==> config.mk <==
export PLATFORM = sky130hd
export DESIGN_NAME = sel_bus_sched_flat
export DESIGN_NICKNAME = d
export VERILOG_FILES = /design/src/rtl/sel_bus_pkg.sv /design/src/rtl/sel_bus_sched_if.sv /design/src/rtl/rr_arbiter.sv /design/src/rtl/sel_bus_sched.sv /design/src/flat_wrapper.sv
export SDC_FILE = /design/constraint.sdc
export NUM_CORES = 1
export LEC_CHECK = 0
export CORE_ASPECT_RATIO = 1.25
export CORE_UTILIZATION = 47
export CTS_BUF_LIST = sky130_fd_sc_hd__clkbuf_4 sky130_fd_sc_hd__clkbuf_8
export CTS_CLUSTER_DIAMETER = 50
export DETAILED_ROUTE_END_ITERATION = 10
export GPL_ROUTABILITY_DRIVEN = 0
export PLACE_DENSITY = 0.91
export SLEW_MARGIN = 20
export SYNTH_ARGS = -nofsm -noshare
export SYNTH_HDL_FRONTEND = slang
export SYNTH_SLANG_ARGS = --single-unit
==> constraint.sdc <==
create_clock -name CK -period 4.8 [get_ports CK]
set_input_delay 0.72 -clock CK [delete_from_list [all_inputs] [get_ports CK]]
set_output_delay 0.72 -clock CK [all_outputs]
set_load 0.02 [all_outputs]
==> src/rtl/sel_bus_pkg.sv <==
// Shared types and constants for the select-bus scheduler.
// Holds the FSM state encoding and the select-code field positions.
package sel_bus_pkg;

    typedef enum logic [1:0] {
        IDLE,
        WAIT,
        SAMPLE,
        RESP
    } state_e;

    localparam int DEF_CODE_W = 8;
    localparam logic [7:0] DEF_PARK_CODE = 8'h00;

    // code[k] drives select line g<SEL_BIT_POS[k]>
    localparam int SEL_BIT_POS [8] = '{6, 7, 8, 9, 16, 19, 28, 31};

endpackage

==> src/rtl/sel_bus_sched_if.sv <==
// Request/response and decode-cone signals of the select-bus scheduler.
// slave is the scheduler side, master the requester/datapath side.
interface sel_bus_sched_if #(
    parameter int NREQ   = 4,
    parameter int CODE_W = 8
) ();

    logic [NREQ-1:0]        req_valid;
    logic [NREQ*CODE_W-1:0] req_code;
    logic [NREQ-1:0]        req_ready;
    logic [NREQ-1:0]        rsp_valid;
    logic                   rsp_data;
    logic [CODE_W-1:0]      sel_code;
    logic                   sel_en;
    logic                   bus_data;
    logic                   busy;

    modport slave (
        input  req_valid, req_code, bus_data,
        output req_ready, rsp_valid, rsp_data,
        output sel_code, sel_en, busy
    );

    modport master (
        output req_valid, req_code, bus_data,
        input  req_ready, rsp_valid, rsp_data,
        input  sel_code, sel_en, busy
    );

endinterface

==> src/rtl/rr_arbiter.sv <==
// Combinational round-robin arbiter: first set request at or after ptr.
// Returns the winner one-hot and as an index; all zero when nothing requests.
module rr_arbiter #(
    parameter int NREQ = 4,
    parameter int PW   = $clog2(NREQ)
) (
    input  logic [NREQ-1:0] req,
    input  logic [PW-1:0]   ptr,
    output logic [NREQ-1:0] gnt,
    output logic [PW-1:0]   gnt_idx
);

    always_comb begin
        int  i;
        logic found;
        gnt     = '0;
        gnt_idx = '0;
        found   = 1'b0;
        for (int k = 0; k < NREQ; k++) begin
            i = int'(ptr) + k;
            if (i >= NREQ) i = i - NREQ;
            if (!found && req[i]) begin
                found   = 1'b1;
                gnt[i]  = 1'b1;
                gnt_idx = PW'(i);
            end
        end
    end

endmodule

==> src/rtl/sel_bus_sched.sv <==
// Round-robin scheduler for the shared decoded-select observation bus.
// Drives one code, waits LAT cycles, strobes capture and returns the bit.
module sel_bus_sched
    import sel_bus_pkg::*;
#(
    parameter int                NREQ      = 4,
    parameter int                CODE_W    = DEF_CODE_W,
    parameter int                LAT       = 2,
    parameter logic [CODE_W-1:0] PARK_CODE = CODE_W'(DEF_PARK_CODE)
) (
    input  logic           CK,
    input  logic           RST,
    sel_bus_sched_if.slave bus
);

    localparam int PW = $clog2(NREQ);
    localparam int CW = (LAT > 1) ? $clog2(LAT) : 1;

    state_e            state_q, state_d;
    logic [PW-1:0]     ptr_q, ptr_d;
    logic [PW-1:0]     gnt_q, gnt_d;
    logic [CW-1:0]     cnt_q, cnt_d;
    logic [CODE_W-1:0] sel_code_q, sel_code_d;
    logic              data_q, data_d;
    logic [NREQ-1:0]   arb_gnt;
    logic [PW-1:0]     arb_idx;
    logic [CODE_W-1:0] win_code;

    rr_arbiter #(.NREQ(NREQ), .PW(PW)) u_arb (
        .req     (bus.req_valid),
        .ptr     (ptr_q),
        .gnt     (arb_gnt),
        .gnt_idx (arb_idx)
    );

    assign win_code     = bus.req_code[int'(arb_idx)*CODE_W +: CODE_W];
    assign bus.sel_code = sel_code_q;

    always_ff @(posedge CK or posedge RST) begin
        if (RST) begin
            state_q    <= IDLE;
            ptr_q      <= '0;
            gnt_q      <= '0;
            cnt_q      <= '0;
            sel_code_q <= PARK_CODE;
            data_q     <= 1'b0;
        end else begin
            state_q    <= state_d;
            ptr_q      <= ptr_d;
            gnt_q      <= gnt_d;
            cnt_q      <= cnt_d;
            sel_code_q <= sel_code_d;
            data_q     <= data_d;
        end
    end

    always_comb begin
        state_d    = state_q;
        ptr_d      = ptr_q;
        gnt_d      = gnt_q;
        cnt_d      = cnt_q;
        sel_code_d = sel_code_q;
        data_d     = data_q;
        case (state_q)
            IDLE: begin
                if (|bus.req_valid) begin
                    state_d    = WAIT;
                    gnt_d      = arb_idx;
                    cnt_d      = CW'(LAT - 1);
                    sel_code_d = win_code;
                end
            end
            WAIT: begin
                if (cnt_q == '0) state_d = SAMPLE;
                else             cnt_d   = cnt_q - CW'(1);
            end
            SAMPLE: begin
                data_d  = bus.bus_data;
                state_d = RESP;
            end
            RESP: begin
                state_d    = IDLE;
                sel_code_d = PARK_CODE;
                // next search starts just past the requester served last
                ptr_d = (gnt_q == PW'(NREQ - 1)) ? '0 : gnt_q + PW'(1);
            end
            default: state_d = IDLE;
        endcase
    end

    always_comb begin
        bus.req_ready = '0;
        bus.rsp_valid = '0;
        bus.rsp_data  = 1'b0;
        bus.sel_en    = 1'b0;
        bus.busy      = (state_q != IDLE);
        case (state_q)
            IDLE:   bus.req_ready = arb_gnt;
            SAMPLE: bus.sel_en    = 1'b1;
            RESP: begin
                bus.rsp_valid[gnt_q] = 1'b1;
                bus.rsp_data         = data_q;
            end
            default: ;
        endcase
    end

endmodule

==> src/flat_wrapper.sv <==
// flat-port wrapper written by rule: the top's interface ports become plain ports
module sel_bus_sched_flat import sel_bus_pkg::*;
#(
    parameter int                NREQ      = 4,
    parameter int                CODE_W    = DEF_CODE_W,
    parameter int                LAT       = 2,
    parameter logic [CODE_W-1:0] PARK_CODE = CODE_W'(DEF_PARK_CODE)
)
  (CK, RST, bus_req_valid, bus_req_code, bus_bus_data, bus_req_ready, bus_rsp_valid, bus_rsp_data, bus_sel_code, bus_sel_en, bus_busy);
  sel_bus_sched_if #(.NREQ(NREQ), .CODE_W(CODE_W)) bus_i ();
  input  logic CK;
  input  logic RST;
  input wire logic [$bits(bus_i.req_valid)-1:0] bus_req_valid;
  input wire logic [$bits(bus_i.req_code)-1:0] bus_req_code;
  input wire logic [$bits(bus_i.bus_data)-1:0] bus_bus_data;
  output wire logic [$bits(bus_i.req_ready)-1:0] bus_req_ready;
  output wire logic [$bits(bus_i.rsp_valid)-1:0] bus_rsp_valid;
  output wire logic [$bits(bus_i.rsp_data)-1:0] bus_rsp_data;
  output wire logic [$bits(bus_i.sel_code)-1:0] bus_sel_code;
  output wire logic [$bits(bus_i.sel_en)-1:0] bus_sel_en;
  output wire logic [$bits(bus_i.busy)-1:0] bus_busy;
  assign bus_i.req_valid = bus_req_valid;
  assign bus_i.req_code = bus_req_code;
  assign bus_i.bus_data = bus_bus_data;
  assign bus_req_ready = bus_i.req_ready;
  assign bus_rsp_valid = bus_i.rsp_valid;
  assign bus_rsp_data = bus_i.rsp_data;
  assign bus_sel_code = bus_i.sel_code;
  assign bus_sel_en = bus_i.sel_en;
  assign bus_busy = bus_i.busy;
  sel_bus_sched #(.NREQ(NREQ), .CODE_W(CODE_W), .LAT(LAT), .PARK_CODE(PARK_CODE)) u_core (.CK(CK), .RST(RST), .bus(bus_i));
endmodule
==> flow_metrics.tcl <==
set metrics [dict create \
    cts_setup_buffers 0 \
    pin_count_of_the_biggest_net_entering_global_routing 28 \
    n_antenna_cell 0 \
    synth_compound_gate_area_share 0.245 \
    final_critical_path_required_period_ns 4.02 \
    die_outline_area_um2 3790 \
    drc 0 \
    clock_tree_buffer_depth 2 \
    power_density_nw_per_um2 581 \
    crit_fanout 13 \
    clock_transition_at_path_regs_ns 0.06 \
    relSlewSlack 0.482 \
    adder_and_majority_gate_portion_of_the_synthesized_area 0.0901 \
    syn_nets 257 \
    synth_seq_area_share 0.240 \
    area_growth_syn_to_layout_pct 36.3 \
    worstSkewPairLatency_ns 0.26 \
    timing_worst_slew_pin_value_ns 0.771 \
    synth_simple_gate_area_share 0.249 \
    totalPowerFinal_mw 1.32 \
    layout.cells.non_filler 292 \
    synth_async_sr_flop_share 1.00 \
    drt_wl_total_mm 4.29 \
    cts_tree "built" \
    ys_ff_latch 16 \
    hp-class "reg2reg" \
    floorplan.rows 23 \
    setup-tns-final_ns 0 \
    worstPathCellList "inv_1 > ha_1 > mux4_2 > nor2b_4 > a22oi_1 > nor2_1 > a221oi_1 > nor2_1 > clkdlybuf4s50_1" \
    routed_wire_length_per_instance_um 14.7 \
    final.fill_count 281 \
    synth_area_um2 1670 \
    drt_first_pass_iters 4 \
    xor_xnor_share_of_the_synthesized_area 0 \
    post_route_cells_drive_above_1_share 0.0588 \
    grt.total_usage 0.242 \
    yosysWarnings 0 \
    numCtsBuffers 3 \
    tritoncts_num_sinks 16 \
    final_antenna_net_count 0 \
    multiplexer_fraction_of_the_synthesized_cell_area 0.109 \
    met3_length_um 278 \
    initial_antenna_violation_count 0 \
    final_clock_period_utilization_by_the_worst_path 0.838 \
    setup_ws_ns 0.777 \
    grt_pass1_vias 1631 \
    status "complete, no violations" \
    path_common_cell "sky130_fd_sc_hd__nor2_1" \
    report.final.hold_viol_count 0 \
    unrepaired_setup_endpoints_after_global_routing "no" \
    initialDrtViolationCount 89 \
    grt_pass1_wl_mm 7.21 \
    worst_hold_path.num_cells 2 \
    netlist_instances 206 \
    endpoint_kind "primary output" \
    port_buffers 57 \
    ys_dominant_reg_cell "sky130_fd_sc_hd__dfrtp_1" \
    worst-endpoint-required_ns 4.08 \
    placed_cells_incl_taps 289 \
    sequential_cell_area_um2 400 \
    num_vias 1724 \
    grt_overflow_total 0 \
    vdd_drop_max_mv 0.500 \
    io_pins 58 \
    crit_arrival_ns 3.30 \
    synth-edff-count 0 \
    post_cts_resize_count 0 \
    floorplan.initialDensity 0.508 \
    drv_cap 0 \
    fmaxAchievable_ghz 0.249 \
    final_net_count 308 \
    met2WireLength_mm 2.14 \
    finalSetupViolCount 0 \
    die_h_um 68.6 \
    reg2reg_depth 8 \
    dominant_combinational_cell_family_by_area_after_synthesis "simple AND/OR/NAND/NOR gates" \
    coreArea_um2 3280 \
    post_synthesis_cell_type_count 44 \
    critPathKind "reg2out" \
    place_ws_ns 0.879 \
    hpwl_mm 3.24 \
    cts_root_buf "sky130_fd_sc_hd__clkbuf_8" \
    wl_met1_mm 1.81 \
    worst_path_max_delay_cell "sky130_fd_sc_hd__mux4_2" \
    crit_path_max_incr_delay_ns 0.63 \
    finClkSkew_ns 0.00350 \
    power.leakage_nw 0.948 \
    ctsHoldBuffers 0 \
    syn-mean-instance-area_um2 8.09 \
    critPathLaunchType "flip-flop" \
    dr.max_layer_used "met4" \
    count_of_h_tree_levels_built_during_cts 1 \
    detail_route.vias_per_cell 5.90 \
    footprint_of_the_multi_input_gates_um2 1160 \
    floorplan.die.width_um 55.3 \
    drv_slew 0 \
]
==> cells in the mapped netlist, types with 2 or more instances <==
cell | instances | area, um^2
sky130_fd_sc_hd__a211oi_1 | 4 | 30.0
sky130_fd_sc_hd__a21oi_1 | 5 | 25.0
sky130_fd_sc_hd__a221o_1 | 3 | 30.0
sky130_fd_sc_hd__a221oi_1 | 4 | 35.0
sky130_fd_sc_hd__a22oi_1 | 5 | 37.5
sky130_fd_sc_hd__and2_1 | 5 | 31.3
sky130_fd_sc_hd__and3b_1 | 2 | 17.5
sky130_fd_sc_hd__buf_2 | 4 | 20.0
sky130_fd_sc_hd__buf_6 | 2 | 22.5
sky130_fd_sc_hd__clkbuf_1 | 6 | 22.5
sky130_fd_sc_hd__dfrtp_1 | 16 | 400
sky130_fd_sc_hd__ha_1 | 12 | 150
sky130_fd_sc_hd__inv_1 | 11 | 41.3
sky130_fd_sc_hd__mux2i_1 | 8 | 80.1
sky130_fd_sc_hd__mux4_2 | 4 | 90.1
sky130_fd_sc_hd__nand2_1 | 12 | 45.0
sky130_fd_sc_hd__nand2b_1 | 2 | 12.5
sky130_fd_sc_hd__nand3_1 | 6 | 30.0
sky130_fd_sc_hd__nor2_1 | 31 | 116
sky130_fd_sc_hd__nor2b_1 | 2 | 12.5
sky130_fd_sc_hd__nor3_1 | 6 | 30.0
sky130_fd_sc_hd__nor3b_1 | 5 | 37.5
sky130_fd_sc_hd__o211a_1 | 2 | 20.0
sky130_fd_sc_hd__o211ai_1 | 6 | 45.0
sky130_fd_sc_hd__o21ai_0 | 14 | 70.1
sky130_fd_sc_hd__o21ai_1 | 2 | 10.0
sky130_fd_sc_hd__o22ai_1 | 9 | 56.3
sky130_fd_sc_hd__o31ai_1 | 2 | 15.0
==> per-stage QoR <==
stage	instance area, um^2	hold slack (ns)	util
CTS	2270	0.499	0.692
global placement	2230	0.477	0.680
global route	2270	0.531	0.692
finish	2270	0.496	0.692
detailed placement	2230	0.485	0.680
floorplan	1670	0.472	-
==> routing by layer <==
layer  vias to the layer above  GRT usage
met5                         -          0
met4                         0     0.0750
met2                        70      0.444
li1                        859          -
met3                         7     0.0634
met1                       788      0.280
==> cells by family after synthesis <==
group / after synthesis
compound gates: 60
fa+ha+maj: 12
buf+inv: 24
flops: 16
mux: 13
simple gates: 81
==> critical path, delay by kind of cell, from the launching register on <==
family,cells,cell delay (ns)
adders and majority gates,1,0.45
DFF,1,0.52
muxes,1,0.63
AOI/OAI and AO/OA,2,0.17
buffers and inverters,2,0.76
and+or+nand+nor,3,0.52
==> final cells by class <==
class                      instances  area share
clock buffer                       3      0.0182
inverter                          11      0.0182
multi-input combinational        166       0.509
sequential                        16       0.176
tap                               37      0.0204
timing repair buffer              59       0.258
==> power by group <==
group / internal, mW / switching (mW) / total, mW
sequential: 0.197 / 0.0462 / 0.243
clock: 0.0558 / 0.0478 / 0.104
combinational: 0.429 / 0.545 / 0.973
total: 0.682 / 0.638 / 1.32
==> state kept, by name, indices dropped and copies added, names as in the netlist <==
| name | cells |
|---|---|
| u_core.bus.sel_code | 8 |
| u_core.state_q | 2 |
| u_core.data_q | 1 |
| u_core.cnt_q | 1 |
| u_core.gnt_q | 2 |
| u_core.ptr_q | 2 |
==> final timing paths <==
| kind | to | slack [ns] | from |
|---|---|---|---|
| max | bus_req_ready[1] | 0.78 | u_core.ptr_q[1] |
| min | u_core.bus.sel_code[4] | 0.50 | u_core.bus.sel_code[4] |
| max reg2reg | u_core.bus.sel_code[3] | 1.70 | u_core.ptr_q[1] |
| min reg2reg | u_core.bus.sel_code[4] | 0.50 | u_core.bus.sel_code[4] |
| max in group asynchronous | u_core.cnt_q | 3.56 | RST |
| min in group asynchronous | u_core.bus.sel_code[0] | 0.84 | RST |
==> placed cells by master, fill, tap and decap left out, types with 2 or more instances in the layout <==
cell type                         netlist  layout
sky130_fd_sc_hd__clkdlybuf4s50_1        0      57
sky130_fd_sc_hd__nor2_1                31      31
sky130_fd_sc_hd__dfrtp_1               16      16
sky130_fd_sc_hd__o21ai_0               14      14
sky130_fd_sc_hd__nand2_1               12      12
sky130_fd_sc_hd__ha_1                  12      12
sky130_fd_sc_hd__inv_1                 11      11
sky130_fd_sc_hd__o22ai_1                9       9
sky130_fd_sc_hd__mux2i_1                8       8
sky130_fd_sc_hd__o211ai_1               6       6
sky130_fd_sc_hd__nor3_1                 6       6
sky130_fd_sc_hd__nand3_1                6       6
sky130_fd_sc_hd__nor3b_1                5       5
sky130_fd_sc_hd__a21oi_1                5       5
sky130_fd_sc_hd__a22oi_1                5       5
sky130_fd_sc_hd__and2_1                 5       5
sky130_fd_sc_hd__mux4_2                 4       4
sky130_fd_sc_hd__a211oi_1               4       4
sky130_fd_sc_hd__a221oi_1               4       4
sky130_fd_sc_hd__a221o_1                3       3
sky130_fd_sc_hd__clkbuf_8               0       3
sky130_fd_sc_hd__and3b_1                2       2
sky130_fd_sc_hd__o211a_1                2       2
sky130_fd_sc_hd__nor2b_1                2       2
sky130_fd_sc_hd__nand2b_1               2       2
sky130_fd_sc_hd__o21ai_1                2       2
sky130_fd_sc_hd__o31ai_1                2       2
sky130_fd_sc_hd__buf_4                  0       2
(Power assumes the default switching activity.)
